File: config.mk
export PLATFORM = sky130hd
export DESIGN_NAME = instr_fetch_unit
export DESIGN_NICKNAME = d
export VERILOG_FILES = /design/src/rtl/instr_fetch_unit.sv
export SDC_FILE = /design/constraint.sdc
export NUM_CORES = 1
export LEC_CHECK = 0
export CORE_UTILIZATION = 25
export CTS_BUF_LIST = sky130_fd_sc_hd__clkbuf_8
export CTS_CLUSTER_DIAMETER = 100
export DETAILED_ROUTE_END_ITERATION = 12
export GPL_TIMING_DRIVEN = 0
export PLACE_DENSITY_LB_ADDON = 0.08
export SLEW_MARGIN = 20
export SYNTH_ARGS = -nofsm -noshare
export SYNTH_HDL_FRONTEND = slang
export SYNTH_SLANG_ARGS = --single-unit
export TNS_END_PERCENT = 50
File: constraint.sdc
create_clock -name clk -period 2.5 [get_ports clk]
set_input_delay 0.375 -clock clk [delete_from_list [all_inputs] [get_ports clk]]
set_output_delay 0.375 -clock clk [all_outputs]
set_load 0.05 [all_outputs]
File: src/rtl/instr_fetch_unit.sv
// instr_fetch_unit: sequential RISC-V fetch front end (PC, imem request/response, field decode).
// Optional macro FETCH_ALIGN_CHECK_EN: misaligned branch/jump targets trap into a sticky FAULT state.
`default_nettype none

module instr_fetch_unit #(
  parameter int              XLEN     = 32,
  parameter logic [XLEN-1:0] RESET_PC = '0
) (
  input  logic            clk,
  input  logic            rst,
  output logic            imem_req_valid,
  input  logic            imem_req_ready,
  output logic [XLEN-1:0] imem_addr,
  input  logic            imem_rsp_valid,
  input  logic [XLEN-1:0] imem_rsp_data,
  input  logic            stall,
  input  logic            pc_src,
  input  logic [XLEN-1:0] pc_target,
  output logic            instr_valid,
  output logic [XLEN-1:0] instr,
  output logic [XLEN-1:0] pc,
  output logic [XLEN-1:0] pc_plus4,
  output logic [6:0]      op,
  output logic            op5,
  output logic [2:0]      funct3,
  output logic            funct7,
  output logic [4:0]      rs1,
  output logic [4:0]      rs2,
  output logic [4:0]      rd,
  output logic [31:0]     instr_count,
  output logic            fault
);

  localparam logic [XLEN-1:0] NOP = XLEN'(32'h0000_0013);

`ifdef FETCH_ALIGN_CHECK_EN
  typedef enum logic [1:0] {S_REQ, S_WAIT, S_VALID, S_FAULT} state_t;
`else
  typedef enum logic [1:0] {S_REQ, S_WAIT, S_VALID} state_t;
`endif

  state_t          state_q;
  logic [XLEN-1:0] pc_q;
  logic [XLEN-1:0] instr_q;
  logic [31:0]     count_q;
  logic            req_valid_q;
  logic            instr_valid_q;
  logic            fault_q;

  logic [XLEN-1:0] pc_plus4_d;
  logic [XLEN-1:0] pc_next_d;
  logic            misalign_d;

  assign pc_plus4_d = pc_q + XLEN'(4);

  always_comb begin
    pc_next_d  = pc_plus4_d;
    misalign_d = 1'b0;
`ifdef FETCH_ALIGN_CHECK_EN
    if (pc_src) begin
      pc_next_d  = pc_target;
      misalign_d = (pc_target[1:0] != 2'b00);
    end
`else
    // Without the check, low target bits are silently dropped.
    if (pc_src) begin
      pc_next_d = pc_target & ~XLEN'(3);
    end
`endif
  end

  always_ff @(posedge clk or negedge rst) begin
    if (!rst) begin
      state_q       <= S_REQ;
      pc_q          <= RESET_PC;
      instr_q       <= NOP;
      count_q       <= '0;
      req_valid_q   <= 1'b0;
      instr_valid_q <= 1'b0;
      fault_q       <= 1'b0;
    end else begin
      case (state_q)
        S_REQ: begin
          // The request valid is raised one cycle after entry from reset.
          if (req_valid_q && imem_req_ready) begin
            req_valid_q <= 1'b0;
            state_q     <= S_WAIT;
          end else begin
            req_valid_q <= 1'b1;
          end
        end
        S_WAIT: begin
          if (imem_rsp_valid) begin
            instr_q       <= imem_rsp_data;
            instr_valid_q <= 1'b1;
            state_q       <= S_VALID;
          end
        end
        S_VALID: begin
          if (!stall) begin
            count_q       <= count_q + 32'd1;
            instr_valid_q <= 1'b0;
            pc_q          <= pc_next_d;
            if (misalign_d) begin
              fault_q <= 1'b1;
`ifdef FETCH_ALIGN_CHECK_EN
              state_q <= S_FAULT;
`endif
            end else begin
              req_valid_q <= 1'b1;
              state_q     <= S_REQ;
            end
          end
        end
`ifdef FETCH_ALIGN_CHECK_EN
        S_FAULT: begin
          fault_q       <= 1'b1;
          req_valid_q   <= 1'b0;
          instr_valid_q <= 1'b0;
        end
`endif
        default: begin
          state_q <= S_REQ;
        end
      endcase
    end
  end

  assign imem_req_valid = req_valid_q;
  assign imem_addr      = pc_q;
  assign instr_valid    = instr_valid_q;
  assign instr          = instr_q;
  assign pc             = pc_q;
  assign pc_plus4       = pc_plus4_d;
  assign op             = instr_q[6:0];
  assign op5            = instr_q[5];
  assign funct3         = instr_q[14:12];
  assign funct7         = instr_q[30];
  assign rs1            = instr_q[19:15];
  assign rs2            = instr_q[24:20];
  assign rd             = instr_q[11:7];
  assign instr_count    = count_q;
  assign fault          = fault_q;

endmodule

`default_nettype wire

Word-level counts from Yosys, hierarchy flattened

Index checks and enable logic that the tools add are counted.

Register bits after elaboration: 100
Bits of input ports: 70
Output and inout bits: 190
Word-level logic and storage cells: 34

$add $sub $neg: 2
Eq/ne operators: 5
Muxes and demuxes: 11
Bitwise logic cells: 1
Reduce and logical (&&, ||, !) cells: 9

Operator list:

| operator              | number |
|---|---|
| $add 32x1->32 const B | 1 |
| $add 32x3->32 const B | 1 |
| $mux 32               | 1 |
| $mux 2                | 3 |
| $ne 2x2->1 const B    | 3 |
| $pmux 2 s3            | 1 |
| $reduce_and 2->1      | 3 |
| $reduce_and 3->1      | 2 |
| $mux 1                | 4 |
| $pmux 1 s2            | 2 |
| $reduce_bool 2->1     | 2 |
| $eq 2x1->1 const B    | 1 |
| $eq 2x2->1 const B    | 1 |
| $logic_not 2->1       | 1 |
| $logic_and 1x1->1     | 1 |
| $not 1->1             | 1 |

Depth between registers and ports, before layout

Word-level depth: 3
Depth in mapped cells: 7
Mapped depth without buffers: 5

Least setup slack after synthesis

No wires, ideal clock.

Path type: flip-flop to output port
From: register pc_q[4], in the netlist imem_addr[4]
To: output port pc_plus4[29]
Arrival time: 3092 ps
Data required time: 2125 ps
Slack: -967 ps
Stages on the path, launching flop included: 7
Path buffers: 2
Cell sequence: dfrtp_1 buf_4 nand4_2 or4_1 buf_2 or4_4 xnor2_1

Cells in the longest elaborated chain, start to end: 1

RTL lines:

| what                   | RTL line | text |
|---|---|---|
| from (decl)            | 43       | `logic [XLEN-1:0] pc_q;` |
| from (signal assigned) | 103      | `pc_q <= pc_next_d;` |
| $add 32x3->32          | 54       | `assign pc_plus4_d = pc_q + XLEN'(4);` |
| to (decl)              | 22       | `output logic [XLEN-1:0] pc_plus4,` |

Every way passes these cells.

Worst setup path in the final report

From: register pc_q[3], in the netlist imem_addr[3]
To: output port pc_plus4[29]

Same word-level chain as after synthesis.

==> impl_metrics.toml <==
[run_status]
status = "finished, violations left"
violations = "DRC, setup timing"

[floorplanning]
ioPinCount = 260
die_y_um = 153
rows = 54
start_util = 0.257
design.core.area_um2 = 22000
chipWidth_um = 153
die_area_um2 = 23300

[route]
drc = 14
drt.antenna.violating_nets = 0
post_drt_wl_per_cell_um = 17.3
num_vias = 5622
routed_via_density = 4.69
drt_wl_total_mm = 20.7
dr.pass1.iters = 11
first_iter_violations = 313

[cells_and_area]
antenna_cells = 0
drive_above_1_share = 0.322
fin_cells = 1198
stdcell_area_um2 = 9780
seq_area_um2 = 2490
fill_cells = 2139
fin_nets = 985
post-route-util = 0.444
syn_to_final_growth_pct = 72.5
multi_input_area_um2 = 3040

[sta]
finalWorstPathRequiredPeriod_ns = 2.79
post-route-period-util = 1.11
slew_headroom = 0.510
fmax_ghz = 0.359
hold_viol = 0
setup_ws_ns = -0.287
skew_ns = 0.0146
tightest_slew_ns = 0.730
rsz0062_at_grt = "true"
slew_violations = 0
setup_viol_count_final = 10
fin_hold_ws_ns = 0.466

[setup_path]
cp_cell_sequence = "nand4_4 > or4_4 > or4_4 > xnor2_4 > buf_6"
path_class = "flop to primary output"
crit_fanout = 5
max_stage_delay_ns = 0.56
cp.required_ns = 2.12
reg2reg_slack_ns = 0.16
cpMaxStageDelayCell = "or4_4"
crit_path_end_kind = "primary output"
arrival_ns = 2.41
worst_setup_path_start_kind = "flop"
crit_top_cell = "or4_4"

[logic_synthesis]
ys_types = 50
netlist_area_um2 = 5670
synth-async-reset-ratio = 1.00
ys_dominant_reg_cell = "dfrtp_1"
yosys_warnings = 0
syn_inst = 585
synth-seq-cells = 98
syn_area_per_cell_um2 = 9.68
synth_seq_area_share = 0.434
synth-edff-count = 0

[job]
drv_cap = 0

[placed_design]
dpl.cell_count = 1121
place_area_um2 = 8840
place_hpwl_mm = 14.7
gp_congestion = 0.826
io_buffers = 249

[cts]
clock_latency_ns = 0.39
cts_sinks = 98
cts_made_buffers = 9
clock_path_buffers = 2
cts_htree_levels = 3
root_buffer = "clkbuf_8"
cts.clk_slew.worst_paths_ns = 0.11
cts_tree = "yes"

[global_route]
grt_pass1_wl_mm = 32.3
grt.overflow.total = 0
grt_use_total = 0.179
grt_max_degree = 56
antenna_found_initial = 0
grt_pass1_vias = 5735

[power_and_ir_drop]
cellLeakagePower_uw = 0.00412
p_total_uw = 12700
ir_drop_v = 0.000770
cellPowerDensity_nw_per_um2 = 1300

[worst_hold_path]
hp-class = "input port to asynchronous set/reset pin"
-- logic make-up after synthesis --
group,after synthesis,share of synthesized area
AO/OA/AOI/OAI,67,0.0797
buffers and inverters,114,0.119
XOR/XNOR,58,0.0897
adder cells (fa/ha/maj),2,0.00442
multiplexers,39,0.0762
flip-flops,98,0.434
other,1,0.000662
AND/OR/NAND/NOR,206,0.196
-- sequential cells by signal, summed over array words and instances, names as in the netlist --
name,cells
instr,32
instr_count,32
imem_addr,30
state_q,2
imem_req_valid,1
instr_valid,1
-- Yosys cell counts (6+ instances only) --
library cell | n | area (um^2)
clkbuf_1 | 29 | 109
buf_4 | 65 | 488
mux2i_1 | 6 | 60.1
nand3_1 | 39 | 195
nor4_1 | 12 | 75.1
inv_1 | 13 | 48.8
nand4_1 | 28 | 175
xor2_1 | 13 | 114
dfrtp_1 | 95 | 2380
o211ai_1 | 7 | 52.6
nor2_1 | 24 | 90.1
and3_1 | 18 | 113
o21ai_0 | 12 | 60.1
a21oi_1 | 16 | 80.1
nor3_1 | 21 | 105
xnor2_1 | 45 | 394
mux2_2 | 33 | 372
nand2_1 | 38 | 143
a31oi_1 | 7 | 43.8
-- layer usage --
| layer | global-route usage | part of all wire |
|---|---|---|
| met5 | 0 | 0 |
| met4 | 0.0640 | 0.021 |
| met3 | 0.0398 | 0.066 |
| met2 | 0.294 | 0.48 |
| met1 | 0.229 | 0.43 |
-- worst paths after layout --
path / startpoint / endpoint / cells after the start
worst max-delay path: imem_addr[3] / pc_plus4[29] / 5
worst min-delay path: rst / imem_addr[3] / 2
worst max register to register: state_q[0] / imem_addr[18] / 7
worst min register to register: instr_count[31] / instr_count[31] / 1
max in group asynchronous: rst / instr[22] / 3
min in group clk: instr_count[31] / instr_count[31] / 1
-- power breakdown --
part / internal (uW) / switching (uW)
Combinational: 3420 / 5570
Clock: 372 / 634
Sequential: 2130 / 573
-- metrics by stage --
stage / setup TNS, ns / setup WS (ns)
final: -1.34 / -0.287
after global routing: -2.78 / -0.362
after CTS: -1.93 / -0.370
after detailed placement: -32.91 / -1.03
after global placement: -331.92 / -3.44
after floorplan: -2.06 / -0.333
-- critical path, delay by kind of cell (launching register included) --
| family | cells | cell delay [ns] |
|---|---|---|
| xor gates and xnor gates | 1 | 0.15 |
| buffers and inverters | 1 | 0.17 |
| DFF | 1 | 0.45 |
| and+or+nand+nor | 3 | 1.25 |
-- final cells by class --
class | count | area share
tap | 280 | 0.0358
inverter | 14 | 0.00538
clock buffer | 9 | 0.0127
buffer | 90 | 0.0614
multi-input combinational | 379 | 0.311
timing repair buffer | 321 | 0.314
sequential | 98 | 0.255
clock inverter | 7 | 0.00550
-- cells in the final DEF (no fill, tap or decap), types with 4 or more instances in the layout --
cell type | synthesis | final
clkdlybuf4s50_1 | 0 | 220
mux2_2 | 33 | 33
a21oi_1 | 16 | 16
or3_1 | 4 | 4
xor2_1 | 13 | 10
conb_1 | 1 | 7
nor4_1 | 12 | 7
mux2i_1 | 6 | 6
dfrtp_1 | 95 | 69
nor2_1 | 24 | 20
o21ai_0 | 12 | 12
buf_6 | 0 | 19
o2bb2ai_1 | 4 | 4
buf_4 | 65 | 133
xnor2_2 | 0 | 5
clkbuf_1 | 29 | 19
o21a_1 | 5 | 5
dfrtp_2 | 0 | 26
o211ai_1 | 7 | 7
and3_1 | 18 | 17
nand3_1 | 39 | 34
nand2_1 | 38 | 36
a311o_1 | 5 | 5
nor3_1 | 21 | 16
nand4_1 | 28 | 28
xnor2_4 | 0 | 8
buf_2 | 3 | 5
clkbuf_2 | 1 | 4
inv_1 | 13 | 14
a31oi_1 | 7 | 7
clkbuf_8 | 0 | 9
xnor2_1 | 45 | 32
nor4_4 | 0 | 6
-- timing repair --
item | CTS | global route
resized for setup | 181 | 33
pin swaps | 12 | 8
buffers inserted | 40 | 30
endpoints found under the setup margin | 53 | 29
hold buffers | 1 | 0
endpoints found under the hold margin | 40 | 0
Note: power is estimated with default switching activity, not from simulation.
==> RTL change 1 (same flow settings) <==
The 3 states of `state_t` get a one-hot encoding in 3 bits.
--- a/src/rtl/instr_fetch_unit.sv
+++ b/src/rtl/instr_fetch_unit.sv
@@ -37,5 +37,5 @@
   typedef enum logic [1:0] {S_REQ, S_WAIT, S_VALID, S_FAULT} state_t;
 `else
-  typedef enum logic [1:0] {S_REQ, S_WAIT, S_VALID} state_t;
+  typedef enum logic [2:0] {S_REQ = 3'b001, S_WAIT = 3'b010, S_VALID = 3'b100} state_t;
 `endif
 
Formal check against the unedited RTL: same outputs for any inputs over 4 cycles, from zero or initial values and one cycle with rst low; so few cycles prove little.
==> RTL change 1 against the unedited design <==
- cell area is 5.1% higher
- power shrank 33%
- area after synthesis grew 5.1%
- setup slack gained 0.32 ns
- sequential cell count rose by 1
- wire length grew 5.2%
- sequential power shrank 17%
- fmax is 13% higher
- register-to-register slack got worse by 0.05 ns
- critical path type unchanged
==> RTL change 1: results (changes against the unedited design) <==
Status
  – Outcome: finished, final reports clean

Routing
  – Via density: 4.62 (-1.5%)
  – Metal-1 WL: 9.59 mm (+6.7%)
  – DR top layer: met4
  – First DRT Iteration DRCs: 307 (-1.9%)
  – Wire length after detailed routing: 21.8 mm (+5.2%)
  – Pre-antenna DRT Iters: 5 (-6)
  – Met2 routed WL: 10.5 mm (+6.1%)
  – Met3 routed WL: 1.41 mm (+2.3%)

Place
  – Port bufs: 249 (unchanged)
  – Place WS: -1.10 ns (-0.0708 ns)
  – Placed cells: 1,198 (+6.9%)
  – RePlAce Congestion: 0.845 (+2.3%)
  – DP Area: 9270 µm² (+4.8%)
  – DP HPWL: 16.1 mm (+9.2%)

Finish
  – Total Nets Final: 1,021 (+3.7%)
  – Layout cell share with drive strength beyond 1: 0.328 (+0.00565)
  – Non-Filler Instances: 1,274 (+6.3%)

Global routing
  – Initial antenna violation count: 1 (+1)
  – GRT Util Overall: 0.179 (about the same)
  – Vias in the first global route: 5,904 (+2.9%)
  – Global-route wire length before repair: 33.3 mm (+3.1%)
  – Largest net degree at the start of global routing: 59 (+5.4%)

Clock tree
  – Clk buf depth: 2 (unchanged)
  – TritonCTS Buffers: 9 (unchanged)
  – Worst-path clk slew: 0.12 ns
  – CTS H-Tree Depth: 3 (unchanged)
  – Latest clock arrival within the worst-skew pair: 0.39 ns (about the same)

Logic synthesis
  – Main area contributors after synthesis: dfrtp_1 (40%), buf_4 (8.1%), mux2_2 (6.1%)
  – Ys async rst share: 1.00 (unchanged)
  – Sequential area share after synthesis: 0.417 (-0.0165)
  – Yosys top cell area share: 0.399 (-0.0203)
  – Synthesized netlist cell count: 623 (+6.5%)
  – Most used flip-flop cell after synthesis: dfrtp_1
  – Top cells by count, synth: dfrtp_1 (95), buf_4 (64), nand2_1 (39)
  – Synth warn: 0 (unchanged)
  – Synth unique cells: 54 (+8.0%)

STA
  – Final Skew: 0.0172 ns (+0.00258 ns)
  – Final Cycle Share: 0.986 (-0.129)
  – Max_slew headroom: 0.506 (-0.00376)
  – Final Hold Fails: 0 (unchanged)
  – Final Hold Slack: 0.454 ns (-0.0122 ns)

Critical path
  – Critical Path AT: 2.09 ns (-0.32 ns)
  – CP max FO: 5 (unchanged)
  – Reg2Reg Setup Slack: 0.11 ns (-0.05 ns)

Pwr
  – Leakage: 4.40 nW (+6.8%)
  – Worst vdd ir: 529 µV (-31%)

Worst hold path
  – Worst Hold Class: input port to asynchronous set/reset pin
[RTL change 1: cell count changes after synthesis, moves of 6 or more]
cell / unedited run / this run
and4_1: 1 / 8
inv_1: 13 / 22
nand3_1: 39 / 32
nand4_1: 28 / 18
nor2_1: 24 / 31
nor3_1: 21 / 27
o21ai_0: 12 / 19
xnor2_1: 45 / 31
xor2_1: 13 / 27
[RTL change 1: cells by family (layout without fill, tap and decap cells)]
group	after synthesis	count (layout)	synth area share
adders and majority gates	2	2	0.00420
buffers and inverters	125	450	0.124
and+or+nand+nor	217	217	0.208
DFF	99	99	0.417
AOI/OAI and AO/OA	85	85	0.0937
other	1	8	0.000630
xor gates and xnor gates	58	58	0.0853
muxes	36	36	0.0673
[RTL change 1: per-stage QoR]
stage / power [mW] / util
after floorplan: 5.63 / -
after global placement: 7.24 / 0.395
after detailed placement: 7.28 / 0.396
after CTS: 8.57 / 0.428
after global routing: 8.91 / 0.439
final: 8.51 / 0.439
[RTL change 1: where the power goes]
group | switching, mW | internal (mW)
Sequential | 0.285 | 1.97
Clock | 0.680 | 0.425
Combinational | 3.18 | 1.97
[RTL change 1: per-layer routing]
metal	GRT usage	vias up
met3	0.0327	15
met5	0	-
li1	-	2790
met2	0.299	233
met4	0.0560	0
met1	0.232	2852
[RTL change 1: final timing paths]
check                      depth (start not counted)            start               to
max in group asynchronous                          3              rst       state_q[0]
min reg2reg                                        1  instr_count[31]  instr_count[31]
max                                                8     imem_addr[2]     pc_plus4[26]
max reg2reg                                        7       state_q[1]  instr_count[30]
min in group clk                                   1  instr_count[31]  instr_count[31]
min                                                2              rst  instr_count[23]
[RTL change 1: layout make-up]
| cell class | instances | area [µm²] |
|---|---|---|
| Sequential cell | 99 | 2510 |
| Buffer | 93 | 652 |
| Clock inverter | 6 | 67.6 |
| Antenna cell | 1 | 2.50 |
| Multi-Input combinational cell | 405 | 3310 |
| Inverter | 22 | 82.6 |
| Clock buffer | 10 | 138 |
| Timing Repair Buffer | 319 | 3110 |
| Fill cell | 2319 | 13100 |
| Tap cell | 319 | 399 |
[RTL change 1: worst max-delay path, stage by stage (launching register included)]
cell and delay, ns:
dfrtp_2 0.42, ha_4 0.16, nand4_1 0.11, buf_6 0.16
nor4_4 0.21, buf_6 0.16, and3_4 0.20, xnor2_2 0.11
buf_6 0.18
[RTL change 1: repair_timing]
action                     4_1_cts  5_1_grt
setup endpoints to repair       38       41
resized for setup              211       32
hold buffers                     1        0
gates cloned                     1        1
pin swaps                       18       20
hold endpoints to repair        38        0
buffers inserted                50       17
==> RTL change 2 (same settings) <==
Without the edit above. Build with the macro `FETCH_ALIGN_CHECK_EN` defined.
--- a/src/rtl/instr_fetch_unit.sv
+++ b/src/rtl/instr_fetch_unit.sv
@@ -2,4 +2,6 @@
 // Optional macro FETCH_ALIGN_CHECK_EN: misaligned branch/jump targets trap into a sticky FAULT state.
 `default_nettype none
+
+`define FETCH_ALIGN_CHECK_EN
 
 module instr_fetch_unit #(
Check against the original RTL: not equivalent (a bounded check fails within 10 cycles, from zero or initial values and one cycle with rst low).
==> RTL change 2 against the unedited design <==
- the run ends with negative setup slack left
- setup slack better by 0.27 ns
- first-iteration DRC count shrank 46%
- die area is 0.56% higher
- wire length shrank 8.1%
- final cell count down 2.0%
- power is 14% lower
- cell area is 0.81% lower
- count of clock-buffer cells in the layout unchanged
- clock skew fell by 0.0045 ns
- sequential power decreased by 4%
- sequential cell count up 3
- utilization is 0.49 points lower
- global-route usage down 1.7 points
- area after synthesis grew 0.57%
- critical path type unchanged
- largest cell class unchanged
- largest power group unchanged
==> RTL change 2: results (changes against the unedited design) <==
Routing
  – Pre-antenna DRT Iters: 4 (-7)
  – Wire length after detailed routing: 19.0 mm (-8.1%)
  – Metal-1 WL: 7.91 mm (-12%)
  – DR top layer: met4
  – Met3 routed WL: 1.40 mm (+2.1%)
  – First DRT Iteration DRCs: 169 (-46%)
  – Met2 routed WL: 9.46 mm (-4.6%)
  – Via density: 4.59 (-2.2%)

Finish
  – Antenna diodes: 0 (unchanged)
  – Layout cell share with drive strength beyond 1: 0.322 (about the same)
  – Total Nets Final: 966 (-1.9%)
  – Fillers: 2,129 (-0.47%)

Global routing
  – Global-route wire length before repair: 29.7 mm (-8.0%)
  – Initial antenna violation count: 1 (+1)
  – Vias in the first global route: 5,386 (-6.1%)
  – GRT Util Overall: 0.162 (-0.0167)
  – Largest net degree at the start of global routing: 59 (+5.4%)

Status
  – Outcome: complete, but fails checks
  – Failing checks: negative setup slack

Logic synthesis
  – Syn nets: 639
  – Main area contributors after synthesis: dfrtp_1 (43%), buf_4 (8.6%), mux2_2 (7.3%)
  – Sequential area share after synthesis: 0.444 (+0.0107)
  – Synth unique cells: 45 (-10%)
  – Top cells by count, synth: dfrtp_1 (98), buf_4 (65), nand2_1 (52)
  – Synth warn: 0 (unchanged)
  – Most used flip-flop cell after synthesis: dfrtp_1
  – Ys async rst share: 1.00 (unchanged)

Place
  – Port bufs: 258 (+3.6%)
  – DP HPWL: 14.2 mm (-3.4%)
  – RePlAce Congestion: 0.781 (-5.4%)

Critical path
  – Crit path to: pc_plus4[24]
  – Reg2Reg Setup Slack: 0.19 ns (+0.03 ns)
  – Slowest stage delay, CP: 0.57 ns
  – Critical Path AT: 2.15 ns (-0.26 ns)
  – Critical path's slowest cell: or4_4
  – CP max FO: 6 (+1)
  – Reg2reg start: state_q[0]
  – Reg2Reg Depth: 9 (+2)
  – CP Launch Point: imem_addr[9]
  – Crit Reg-Reg Endpoint: instr_count[28]

STA
  – Final setup margin: -0.0208 ns (+0.267 ns)
  – Final Skew: 0.0102 ns (-0.00448 ns)
  – Least-Margin Pin Slew: 0.747 ns (+0.0171 ns)
  – Finish-stage setup viols: 2 (-8)

Worst hold path
  – Min-delay src: instr_count[31]
  – Worst Hold Class: flip-flop to flip-flop

Clock tree
  – Root buf cell: clkbuf_8
  – TritonCTS Buffers: 9 (unchanged)
  – Clk buf depth: 2 (unchanged)
  – CTS H-Tree Depth: 3 (unchanged)
  – Latest clock arrival within the worst-skew pair: 0.38 ns
  – Worst-path clk slew: 0.11 ns (about the same)

Pwr
  – Worst vdd ir: 923 µV (+20%)
  – Switch Pwr: 5.64 mW (-17%)
  – Leakage: 4.24 nW (+3.0%)
RTL change 2: cell types whose count changed after synthesis, sizes merged, moves of 9 or more:
cell,before,now
mux2i,6,15
clkbuf,30,13
nand2,38,52
nor3,21,10
o22ai,1,19
nand3,39,25
RTL change 2: cells by family (layout without fill, tap and decap cells):
logic type / count (synthesis) / in the layout / synth area share
compound gates: 61 / 61 / 0.0641
xor+xnor: 59 / 59 / 0.0907
fa+ha+maj: 7 / 7 / 0.0154
buf+inv: 102 / 434 / 0.111
flops: 101 / 101 / 0.444
mux: 53 / 53 / 0.101
simple gates: 179 / 179 / 0.173
RTL change 2: worst max-delay path: cells and delay by family (launching register included):
kind	cells	cell delay, ns
xor gates and xnor gates	1	0.16
buffers and inverters	1	0.18
DFF	1	0.45
and+or+nand+nor	3	0.95
RTL change 2: worst min path at each step:
stage                                 end  slack, ns  cells after the start
final                     instr_count[31]       0.47                      1
after floorplan                     fault       0.08                      0
after detailed placement  instr_count[15]       0.34                      1
after CTS                 instr_count[15]       0.47                      2
after global routing      instr_count[15]       0.48                      2
after global placement    instr_count[31]       0.46                      1
RTL change 2: metrics by stage:
stage	util	setup WS [ns]	instances	setup TNS (ns)	cell area [µm²]
2_1_floorplan	-	-0.217	562	-0.908	5890
3_3_place_gp	0.399	-3.50	1100	-323.41	8820
3_5_place_dp	0.401	-0.815	1101	-12.32	8850
4_1_cts	0.426	-0.150	1145	-0.455	9410
5_1_grt	0.439	-0.133	1174	-1.20	9700
6_report	0.439	-0.0208	1174	-0.0285	9700
RTL change 2: area by class of cell:
class,count,area [µm²],area share
timing repair buffer,324,3140,0.323
clock buffer,9,124,0.0128
clock inverter,7,67.6,0.00697
sequential,101,2560,0.264
buffer,82,559,0.0577
inverter,12,45.0,0.00465
tap,280,350,0.0361
multi-input combinational,359,2850,0.294
RTL change 2: what timing repair did:
item,4_1_cts,5_1_grt
endpoints found under the hold margin,43,0
endpoints found under the setup margin,38,43
setup buffers,35,29
hold buffers,1,0
resized for setup,180,45
pin swaps,21,20
RTL change 2: metal layers:
| metal | global-route usage | up-vias |
|---|---|---|
| li1 | - | 2552 |
| met1 | 0.196 | 2628 |
| met5 | 0 | - |
| met2 | 0.274 | 189 |
| met3 | 0.0539 | 17 |
| met4 | 0.0423 | 0 |
RTL change 2: power by group through the flow:
stage | clock (mW) | combinational [mW] | sequential, mW
3_5_place_dp | 0 | 6.98 | 2.69
3_3_place_gp | 0 | 6.95 | 2.67
4_1_cts | 1.12 | 7.10 | 2.65
2_1_floorplan | 0 | 3.29 | 4.05
5_1_grt | 1.17 | 7.50 | 2.66
6_report | 1.05 | 7.21 | 2.60
